$ cat config.mk
export PLATFORM = sky130hd
export DESIGN_NAME = span_pair_emitter
export DESIGN_NICKNAME = d
export VERILOG_FILES = /design/src/rtl/span_pair_emitter_pkg.sv /design/src/rtl/span_pair_emitter_walker.sv /design/src/rtl/span_pair_emitter.sv
export SDC_FILE = /design/constraint.sdc
export NUM_CORES = 1
export LEC_CHECK = 0
export BUFFER_PORTS_ARGS = -buffer_cell sky130_fd_sc_hd__buf_2
export CAP_MARGIN = 30
export CORE_AREA = 2 2 223 225
export DETAILED_ROUTE_END_ITERATION = 8
export DIE_AREA = 0 0 225 227
export GPL_TIMING_DRIVEN = 0
export PLACE_DENSITY = 0.75
export SLEW_MARGIN = 5
export SYNTH_ARGS = -nofsm -noshare
export SYNTH_HDL_FRONTEND = slang
export SYNTH_SLANG_ARGS = --single-unit
export TNS_END_PERCENT = 20
$ cat constraint.sdc
create_clock -name clock -period 17 [get_ports clock]
set_input_delay 1.7 -clock clock [delete_from_list [all_inputs] [get_ports clock]]
set_output_delay 1.7 -clock clock [all_outputs]
set_load 0.02 [all_outputs]
$ cat src/rtl/span_pair_emitter_pkg.sv
// rtl/span_pair_emitter_pkg.sv - shared frame-buffer widths, pixel order and FSM states
package span_pair_emitter_pkg;
   localparam int ADDR_W = 29;
   localparam int PIX_W  = 32;
   localparam int WORD_W = 64;

   // pixel_active bit order: left (even x) pixel in bit 0
   localparam int PA_LEFT  = 0;
   localparam int PA_RIGHT = 1;

   // a Z address of 0 tells the writer to skip the Z write
   localparam logic [ADDR_W-1:0] NO_WRITE_ADDR = '0;

   typedef enum logic [1:0] {
      ST_IDLE,
      ST_SETUP,
      ST_EMIT
   } state_t;
endpackage

$ cat src/rtl/span_pair_emitter_walker.sv
// rtl/span_pair_emitter_walker.sv - word pointer, left-pixel Z and pixel mask for one span
module span_pair_emitter_walker
   import span_pair_emitter_pkg::*;
#(
   parameter int X_BITS = 10
) (
   input  logic                clock,
   input  logic                reset,
   input  logic                load,
   input  logic                step,
   input  logic [X_BITS-1:0]   x0,
   input  logic [X_BITS-1:0]   x1,
   input  logic [PIX_W-1:0]    z0,
   input  logic [PIX_W-1:0]    dzdx,
   output logic [X_BITS-2:0]   p,
   output logic                last,
   output logic [WORD_W-1:0]   z_pair,
   output logic [1:0]          pixel_active
);
   logic [X_BITS-2:0] p_end;
   logic [PIX_W-1:0]  z_left;

   always_ff @(posedge clock) begin
      if (reset) begin
         p      <= '0;
         p_end  <= '0;
         z_left <= '0;
      end else if (load) begin
         p      <= x0[X_BITS-1:1];
         p_end  <= x1[X_BITS-1:1];
         // an odd x0 starts mid-word, so back off one step to the even pixel
         z_left <= x0[0] ? z0 - dzdx : z0;
      end else if (step) begin
         p      <= p + {{(X_BITS-2){1'b0}}, 1'b1};
         z_left <= z_left + {dzdx[PIX_W-2:0], 1'b0};
      end
   end

   assign last                   = (p == p_end);
   assign z_pair                 = {z_left + dzdx, z_left};
   assign pixel_active[PA_LEFT]  = ({p, 1'b0} >= x0);
   assign pixel_active[PA_RIGHT] = ({p, 1'b1} <= x1);
endmodule

$ cat src/rtl/span_pair_emitter.sv
// rtl/span_pair_emitter.sv - walks a flat-colour linear-Z span two pixels per FIFO enqueue
module span_pair_emitter
   import span_pair_emitter_pkg::*;
#(
   parameter int FB_WIDTH        = 800,
   parameter int X_BITS          = 10,
   parameter int Y_BITS          = 10,
   parameter int FIFO_DEPTH_LOG2 = 5,
   parameter int HIGH_WATER      = 28
) (
   input  logic                       clock,
   input  logic                       reset,
   input  logic                       span_valid,
   output logic                       span_ready,
   input  logic [X_BITS-1:0]          span_x0,
   input  logic [X_BITS-1:0]          span_x1,
   input  logic [Y_BITS-1:0]          span_y,
   input  logic [PIX_W-1:0]           span_color,
   input  logic [PIX_W-1:0]           span_z0,
   input  logic [PIX_W-1:0]           span_dzdx,
   input  logic                       span_z_enable,
   input  logic [ADDR_W-1:0]          color_base,
   input  logic [ADDR_W-1:0]          z_base,
   input  logic [FIFO_DEPTH_LOG2-1:0] fifo_size,
   output logic                       enqueue,
   output logic [ADDR_W-1:0]          color_address,
   output logic [WORD_W-1:0]          color,
   output logic [ADDR_W-1:0]          z_address,
   output logic [WORD_W-1:0]          z,
   output logic [1:0]                 pixel_active
);
   localparam logic [FIFO_DEPTH_LOG2-1:0] HW        = FIFO_DEPTH_LOG2'(HIGH_WATER);
   localparam logic [31:0]                ROW_WORDS = 32'(FB_WIDTH / 2);

   state_t state, state_nxt;
   logic   take, load, issue;

   logic [X_BITS-1:0] x0_q, x1_q;
   logic [Y_BITS-1:0] y_q;
   logic [PIX_W-1:0]  color_q, z0_q, dzdx_q;
   logic              zen_q;
   logic [ADDR_W-1:0] cbase_q, zbase_q, row_off, p_ext;

   logic [X_BITS-2:0] p;
   logic              last;
   logic [WORD_W-1:0] z_pair;
   logic [1:0]        pa_w;

   always_ff @(posedge clock) begin
      if (reset) state <= ST_IDLE;
      else       state <= state_nxt;
   end

   always_comb begin
      state_nxt  = state;
      span_ready = 1'b0;
      take       = 1'b0;
      load       = 1'b0;
      issue      = 1'b0;
      unique case (state)
         ST_IDLE: begin
            span_ready = !reset;
            // a reversed span is consumed here without ever leaving IDLE
            if (span_valid && !reset && (span_x1 >= span_x0)) begin
               take      = 1'b1;
               state_nxt = ST_SETUP;
            end
         end
         ST_SETUP: begin
            load      = 1'b1;
            state_nxt = ST_EMIT;
         end
         ST_EMIT: begin
            if (fifo_size < HW) begin
               issue = 1'b1;
               if (last) state_nxt = ST_IDLE;
            end
         end
         default: state_nxt = ST_IDLE;
      endcase
   end

   always_ff @(posedge clock) begin
      if (take) begin
         x0_q    <= span_x0;
         x1_q    <= span_x1;
         y_q     <= span_y;
         color_q <= span_color;
         z0_q    <= span_z0;
         dzdx_q  <= span_dzdx;
         zen_q   <= span_z_enable;
         cbase_q <= color_base;
         zbase_q <= z_base;
      end
      if (load) row_off <= ADDR_W'({32'd0, y_q} * {{Y_BITS{1'b0}}, ROW_WORDS});
   end

   span_pair_emitter_walker #(.X_BITS(X_BITS)) u_walker (
      .clock        (clock),
      .reset        (reset),
      .load         (load),
      .step         (issue),
      .x0           (x0_q),
      .x1           (x1_q),
      .z0           (z0_q),
      .dzdx         (dzdx_q),
      .p            (p),
      .last         (last),
      .z_pair       (z_pair),
      .pixel_active (pa_w)
   );

   assign p_ext = {{(ADDR_W-X_BITS+1){1'b0}}, p};

   always_ff @(posedge clock) begin
      if (reset) begin
         enqueue       <= 1'b0;
         color_address <= '0;
         z_address     <= '0;
         color         <= '0;
         z             <= '0;
         pixel_active  <= '0;
      end else begin
         enqueue <= issue;
         if (issue) begin
            color_address <= cbase_q + row_off + p_ext;
            z_address     <= zen_q ? zbase_q + row_off + p_ext : NO_WRITE_ADDR;
            color         <= {2{color_q}};
            z             <= z_pair;
            pixel_active  <= pa_w;
         end
      end
   end
endmodule

======== Yosys cells after proc, flatten, opt, wreduce, memory -nomap -nowiden ========
Cells that the tools add are included.
word-level totals
  logic and storage cells ................. 61
  flip-flop bits (word level) ............. 441
  input bits .............................. 193
  output and inout port bits .............. 190
cells by class
  equality and inequality tests ........... 6
  add/subtract/negate cells ............... 8
  mux-type cells .......................... 16
  multipliers ............................. 1
  order comparisons ....................... 4
  reductions and logical operators ........ 6
operators by type and width
  kind                     count
  $mux W32                 3
  $add A32 B32 Y32         2
  $add A29 B19 Y29         2
  $add A29 B9 Y29          2
  $sub A32 B32 Y32         1
  $mux W29                 1
  $ge A10 B10 Y1           2
  $mux W9                  2
  $mul A10 B5 Y15 const B  1
  $le A10 B10 Y1           1
  $add A9 B1 Y9 const B    1
  $eq A9 B9 Y1             1
  $mux W1                  6
  $mux W2                  3
  $ne A2 B2 Y1 const B     3
  $pmux W2 S3              1
  $lt A5 B5 Y1 const B     1
  $reduce_and A3 Y1        1
  $eq A2 B1 Y1 const B     1
  $eq A2 B2 Y1 const B     1
  $logic_and A1 B1 Y1      2
  $logic_not A2 Y1         1
  $reduce_bool A2 Y1       1
  $logic_not A1 Y1         1

======== Depth between registers and ports, before layout ========
Gate-level depths: netlist of the first run.
  word-level depth ........................ 5
  depth in mapped cells ................... 15
  mapped depth without buffers ............ 15

======== Hierarchy ========
Synthesis of the first run repeated with hierarchy kept, for this count alone.
unflattened totals
  cells, all modules ...................... 2,361
  area, all modules ....................... 22,962.0 sq um
by module, submodules not included
  module                    instances  cells an instance  sequential area each (sq um)  area an instance (sq um)
  span_pair_emitter         1          1,367              9,188.8                       15,447.3
  span_pair_emitter_walker  1          994                1,001.0                       7,514.7

======== Least setup slack after synthesis of the first run ========
Ideal clock, no wire load.
  path type ............................... input-to-reg
  start point ............................. in span_x1[0]
  end point ............................... reg cbase_q[0] (enable)
  setup slack ............................. 419 ps
  path buffers ............................ 0
  stages .................................. 12
  data required time ...................... 16,014 ps
  setup time .............................. 986 ps
  arrival ................................. 15,595 ps
  path through ............................ inv_1 ha_1 nand2b_1 a21o_1 a21o_1 a21o_1 a21oi_1 nor2b_1 o21ai_0 nand2b_1 a21oi_1 o21ai_0
between the ends
  longest elaborated chain between the ends .. 4
RTL lines
  item                    line                     RTL
  start: declaration      span_pair_emitter.sv:16  input logic [X_BITS-1:0] span_x1,
  $ge A10 B10 Y1          span_pair_emitter.sv:64  if (span_valid && !reset && (span_x1 >= span_x0)) begin
  $logic_and A1 B1 Y1     span_pair_emitter.sv:64
  $mux W1                 span_pair_emitter.sv:64
  $mux W1                 span_pair_emitter.sv:60  unique case (state)
  net take                span_pair_emitter.sv:36  logic take, load, issue;
  end signal: assignment  span_pair_emitter.sv:92  cbase_q <= color_base;
  end: declaration        span_pair_emitter.sv:42  logic [ADDR_W-1:0] cbase_q, zbase_q, row_off, p_ext;
The timed path passes the listed nets, and every way through them passes these cells.
A chain may end at the register's enable or synchronous reset.

======== Worst setup path in the final report of the first run ========
  start point ............................. in reset
  end point ............................... out span_ready
between the ends
  longest elaborated chain between the ends .. 2
RTL lines
  item                line                     RTL
  start: declaration  span_pair_emitter.sv:12  input logic reset,
  $logic_not A1 Y1    span_pair_emitter.sv:62  span_ready = !reset;
  $mux W1             span_pair_emitter.sv:60
  end: declaration    span_pair_emitter.sv:14  output logic span_ready,
No other way between the ends.

==> impl_metrics.toml, run 1 <==
[layout]
layout_commonest_cell = "buf_2"
multiInputGateArea_mm2 = 0.0114
fillCellCount = 4256
nNetsFinal = 3216
layout_common_cells = "380 x buf_2, 341 x nand2_1, 243 x a21oi_1"
fin_util = 0.556
seq_area_mm2 = 0.0102
syn2layout_area_growth_pct = 19.6
drive_above_1_share = 0.181

[logic_synthesis]
syn-num-nets = 2778
yosysSeqAreaShare = 0.452
synth_area_leader_cell = "edfxtp_1"
avgSynthCellArea_um2 = 9.63
synth_top_area_share = 0.266
ys_types = 62
synth-edff-count = 200
synthesis.area_mm2 = 0.0226
netlist_instances = 2344
ys_ff_latch = 409
ys_dominant_reg_cell = "dfxtp_1"
synth_area_leaders = "edfxtp_1 27%, dfxtp_1 19%, ha_1 12%"
ys_warn_count = 0
async_flop_share = 0

[job]
maxCapViolCount = 0

[power_and_ir_drop]
ir_drop_uv = 92.6
powerDensity_mw_per_mm2 = 98.3
p_leak_nw = 11.8
fin_total_pwr_mw = 2.65

[global_route]
grtUsageMet3 = 0.0452
top_usage_layer = "met2"
grt-ovfl-total = 0
grt_usage = 0.278
use_met2 = 0.470
grt_pass1_vias = 18982
met1_usage = 0.348
grt_max_degree = 32
antenna_found_initial = 5
grt_pass1_wl_um = 108000

[clocking]
cts_setup_buffers = 0
cts_max_path_buffers = 3
clkTransAtPathRegs_ps = 60
holdBufCountCts = 0
clkSinkCount = 409
cts_tree = "done"
numCtsBuffers = 45
cts_resized = 0
clock_latency_ps = 600
ctsHtreeMaxLevel = 2
root_buffer = "clkbuf_16"

[timing]
finalCritPeriodShare = 0.269
fin_setup_tns_ps = 0
worst_pin_slew_ps = 1020
relSlewSlack = 0.319
finalHoldViolations = 0
setup_viol = 0
final.setup_skew_ps = 30.4
post-route-min-period_ps = 4570
fmaxAchievable_ghz = 0.219
slew_violations = 0
rsz0062_at_grt = "no"

[setup_path]
crit_required_ps = 15300
critPathCaptureType = "primary output"
cp_max_fo = 8
startpoint_type = "input pin"
cp.arrival_ps = 2870
worst-path-buf-inv = 2
crit_path_max_incr_delay_ps = 620
crit_chain = "clkbuf_1, nor3_1, buf_2"
cp_top_family = "simple AND/OR/NAND/NOR gates"
path_class = "input pin to primary output"
cpMaxStageDelayCell = "nor3_1"

[drt]
wire_per_inst_um = 21.1
drtIter0Drc = 1587
drt.antenna.violating_nets = 0
vias_per_cell = 5.64
first_pass_iters = 5
vias = 19414
drcViolationCount = 0
wl_um = 72700

[hold_path]
hold_path_class = "flop to flop"

[die]
die-area_mm2 = 0.0511
pin_count = 383
core_area_mm2 = 0.0485
rows = 81
die_y_um = 227
start_util = 0.465
die_x_um = 225

[placed_design]
port_buffers = 379
dp_hpwl_um = 56000
gp_congestion = 0.966

[run_status]
status = "finished, final reports clean"
[power breakdown]
part           total, mW  switching [mW]  internal (mW)
clock network       1.02           0.430          0.589
registers           1.13          0.0421           1.08
logic              0.509           0.308          0.201
total               2.65           0.780           1.87
[routing by layer]
| layer | routed length [µm] | part of all wire |
|---|---|---|
| met1 | 29600 | 0.41 |
| met2 | 34300 | 0.47 |
| met3 | 5280 | 0.073 |
| met4 | 3510 | 0.048 |
| met5 | 14 | 0.00019 |
[metrics by stage]
step | hold WS [ps] | std cells | cell area [µm²] | setup slack, ps
floorplan | 449 | 2344 | 22600 | 419
global placement | 434 | 3345 | 25200 | -5660
finish | 450 | 3443 | 27000 | 12430
detailed placement | 438 | 3356 | 25400 | 12150
CTS | 451 | 3440 | 27000 | 12430
global route | 459 | 3442 | 27000 | 12350
[synth_stat cells (29+ instances only)]
| cell type | instances |
|---|---|
| edfxtp_1 | 200 |
| nand2_1 | 341 |
| nor3_1 | 41 |
| inv_1 | 130 |
| a21o_1 | 56 |
| o21a_1 | 29 |
| o21ai_0 | 119 |
| ha_1 | 221 |
| a211oi_1 | 43 |
| a21oi_1 | 243 |
| clkbuf_1 | 74 |
| xnor2_1 | 93 |
| nor2_1 | 140 |
| nand3_1 | 39 |
| xor2_1 | 47 |
| buf_4 | 32 |
| dfxtp_1 | 209 |
[layout make-up]
class                      count  area share
multi-input combinational   1694       0.421
inverter                     131      0.0182
clock buffer                  58      0.0465
buffer                       110      0.0198
timing repair buffer         391      0.0776
clock inverter                26      0.0103
antenna                        2    0.000185
sequential                   409       0.378
tap                          622      0.0288
[cells by family (layout without fill, tap and decap cells)]
logic type / after synthesis / count (layout) / synth area share
simple gates: 677 / 677 / 0.132
compound gates: 621 / 621 / 0.170
flops: 409 / 409 / 0.452
fa+ha+maj: 241 / 241 / 0.140
buf+inv: 241 / 716 / 0.0454
xor+xnor: 140 / 140 / 0.0543
mux: 15 / 15 / 0.00676
other cells: 0 / 2 / 0
[worst min-delay path, cell delays in order, from the launching register on]
cell and delay, ps:
dfxtp_1 320, nand2_1 40, o21ai_0 50
[state kept, by name (all words and copies together), names as in the netlist]
signal           count
pixel_active         2
x1_q                10
color               32
color_q             32
z0_q                32
x0_q                10
cbase_q             29
zen_q                1
u_walker.p_end       9
u_walker.p           9
dzdx_q              32
state                2
color_address       29
u_walker.z_left     32
enqueue              1
y_q                 10
z                   64
z_address           29
zbase_q             29
row_off             15
[worst paths after layout]
| path | from | end | slack [ps] | depth (start not counted) |
|---|---|---|---|---|
| setup reg to reg | u_walker.p[1]$_SDFFE_PP0P_ | color_address[23]$_SDFFE_PP0P_ | 12790 | 13 |
| setup / recovery | reset | span_ready | 12430 | 3 |
| hold / removal | color_address[19]$_SDFFE_PP0P_ | color_address[19]$_SDFFE_PP0P_ | 450 | 2 |
| hold reg to reg | color_address[19]$_SDFFE_PP0P_ | color_address[19]$_SDFFE_PP0P_ | 450 | 2 |
No activity file was read; power rests on OpenSTA's default activity.
==> run 2: changes to the inputs <==
==> constraint.sdc (replaced) <==
create_clock -name clock -period 3.8 [get_ports clock]
set_input_delay 0.38 -clock clock [delete_from_list [all_inputs] [get_ports clock]]
set_output_delay 0.38 -clock clock [all_outputs]
set_load 0.02 [all_outputs]
==> run 2 against run 1 <==
  * Worst setup slack got worse by 12000 ps
  * Core utilization increased by 4.4 points
  * Die area unchanged
  * Sequential cell count unchanged
  * Cell count increased by 5.5%
  * Non-clock buffer count increased by 189
  * Global-route usage increased by 1.2 points
  * Worst hold slack got worse by 390 ps
  * Via count increased by 5.9%
  * Critical endpoint is now u_walker.z_left[30]$_SDFFE_PP0P_
  * Highest routed layer unchanged
==> impl_metrics.toml, run 2 (synthesis gave the netlist of run 1 again) <==
[run_status]
status = "finished, final reports clean"

[die]
start_util = 0.465
rows = 81
die_x_um = 225
core_area_mm2 = 0.0485
pin_count = 383
die-area_mm2 = 0.0511
die_y_um = 227

[timing]
finalHoldViolations = 0
fin_setup_tns_ps = 0
setup_viol = 0
final.setup_skew_ps = 18.2
slew_violations = 0
rsz0062_at_grt = "yes"
worst_pin_slew_ps = 1040
relSlewSlack = 0.307
post-route-min-period_ps = 3780
finalCritPeriodShare = 0.995
fmaxAchievable_ghz = 0.264
setup_ws_ps = 19.3
whs_ps = 55.3

[drt]
drtIter0Drc = 1556
wl_um = 76700
vias_per_cell = 5.66
vias = 20568
first_pass_iters = 6
drcViolationCount = 0
drt.antenna.violating_nets = 0
wire_per_inst_um = 21.1

[power_and_ir_drop]
powerDensity_mw_per_mm2 = 416
power.internal_mw = 8.55
power_frac_seq = 0.416
power.switching_mw = 3.57
power_frac_clock = 0.378
p_sw_frac = 0.295
ir_drop_uv = 351
power_frac_comb = 0.205
p_leak_nw = 12.6

[layout]
syn2layout_area_growth_pct = 29.0
nNetsFinal = 3405
layout_common_cells = "379 x buf_2, 341 x nand2_1, 241 x a21oi_1"
largest-register = "z"
layout_commonest_cell = "buf_2"
fin_cells = 3632
largest_register_ffs = 64
drive_above_1_share = 0.184

[clocking]
clkSinkCount = 409
cts_max_path_buffers = 3
root_buffer = "clkbuf_16"
clkTransAtPathRegs_ps = 70
numCtsBuffers = 45
cts_tree = "done"
ctsHtreeMaxLevel = 2
clock_latency_ps = 600

[global_route]
met1_usage = 0.361
grtUsageMet3 = 0.0445
use_met2 = 0.495
top_usage_layer = "met2"
grt-ovfl-total = 0
grt_pass1_wl_um = 113000
grt_usage = 0.290
antenna_found_initial = 4
grt_pass1_vias = 19949
grt_max_degree = 33

[setup_path]
cp_max_fo = 3
startpoint_type = "flop"
crit_path_max_incr_delay_ps = 460
cp.arrival_ps = 4270
crit_chain = "inv_1, ha_2, inv_1, fa_2, a211oi_4, o21ai_2, and4_4, o41a_1, o21a_1, o41a_1, a221oi_2, xor2_1, a21oi_1, o21a_1"
path_class = "flop to flop"
critPathCaptureType = "flop"
cpMaxStageDelayCell = "o41a_1"
crit_required_ps = 4290

[placed_design]
pre_cts_ws_ps = -391
port_buffers = 379
dp_hpwl_um = 56200
gp_congestion = 0.957
dp.cells = 3355

[hold_path]
hold_path_class = "input pin to flop"

[job]
maxCapViolCount = 0
[run 2: cell count changes in the layout (fill, tap and decap cells not counted), sizes merged]
cell           delta
buf               +5
bufinv            +1
clkbuf            -2
clkdlybuf4s15     +1
clkdlybuf4s18     -1
clkinv            -3
clkinvlp          +1
dlygate4sd3     +184
inv               +3
[run 2: through the flow]
step / utilization / area [µm²] / power (mW)
floorplan: - / 22600 / 6.61
global placement: 0.521 / 25300 / 7.30
detailed placement: 0.525 / 25500 / 7.36
CTS: 0.595 / 28900 / 12.1
global route: 0.600 / 29100 / 12.6
finish: 0.600 / 29100 / 12.1
[run 2: final cells by class]
type,instances,area (µm²)
clock inverters,28,322
plain buffers,110,534
clock buffers,56,1220
diodes,2,5.00
multi-input cells,1694,11600
inverters,131,494
flip-flops and latches,409,10200
repair buffers,580,3990
fillers,3992,19400
well taps,622,778
[run 2: final timing paths]
check                                                    start                               end  slack (ps)  cells past startpoint
worst max-delay path                         z0_q[0]$_DFFE_PP_  u_walker.z_left[30]$_SDFFE_PP0P_          20                     14
worst max register to register               z0_q[0]$_DFFE_PP_  u_walker.z_left[30]$_SDFFE_PP0P_          20                     14
worst min register to register  color_address[15]$_SDFFE_PP0P_    color_address[15]$_SDFFE_PP0P_         450                      2
worst min-delay path                              span_dzdx[0]               dzdx_q[0]$_DFFE_PP_          60                      1
[run 2: routing by layer]
| metal | routed length, µm | share of wire |
|---|---|---|
| met3 | 5510 | 0.072 |
| met5 | 7 | 0.000091 |
| met2 | 36500 | 0.48 |
| met1 | 30900 | 0.40 |
| met4 | 3780 | 0.049 |
[run 2: what timing repair did]
item                                    CTS  global route
hold buffers                            184             0
endpoints found under the setup margin   21            24
buffers inserted                          0             6
pin swaps                                 0            16
resized for setup                        11            35
hold endpoints to repair                184             0
[run 2: power groups by stage]
stage | Combinational [mW] | Clock (mW) | Sequential, mW
3_5_place_dp | 2.23 | 0 | 5.13
2_1_floorplan | 1.48 | 0 | 5.13
3_3_place_gp | 2.15 | 0 | 5.15
5_1_grt | 2.72 | 4.80 | 5.06
6_report | 2.49 | 4.59 | 5.04
4_1_cts | 2.41 | 4.66 | 5.04
[run 2: critical path, delay by kind of cell (launching register included)]
family                   cells  cell delay [ps]
AO/OA/AOI/OAI                8             2110
flip-flops                   1              410
buffers and inverters        2              140
adder cells (fa/ha/maj)      2              610
XOR/XNOR                     1              180
AND/OR/NAND/NOR              1              210
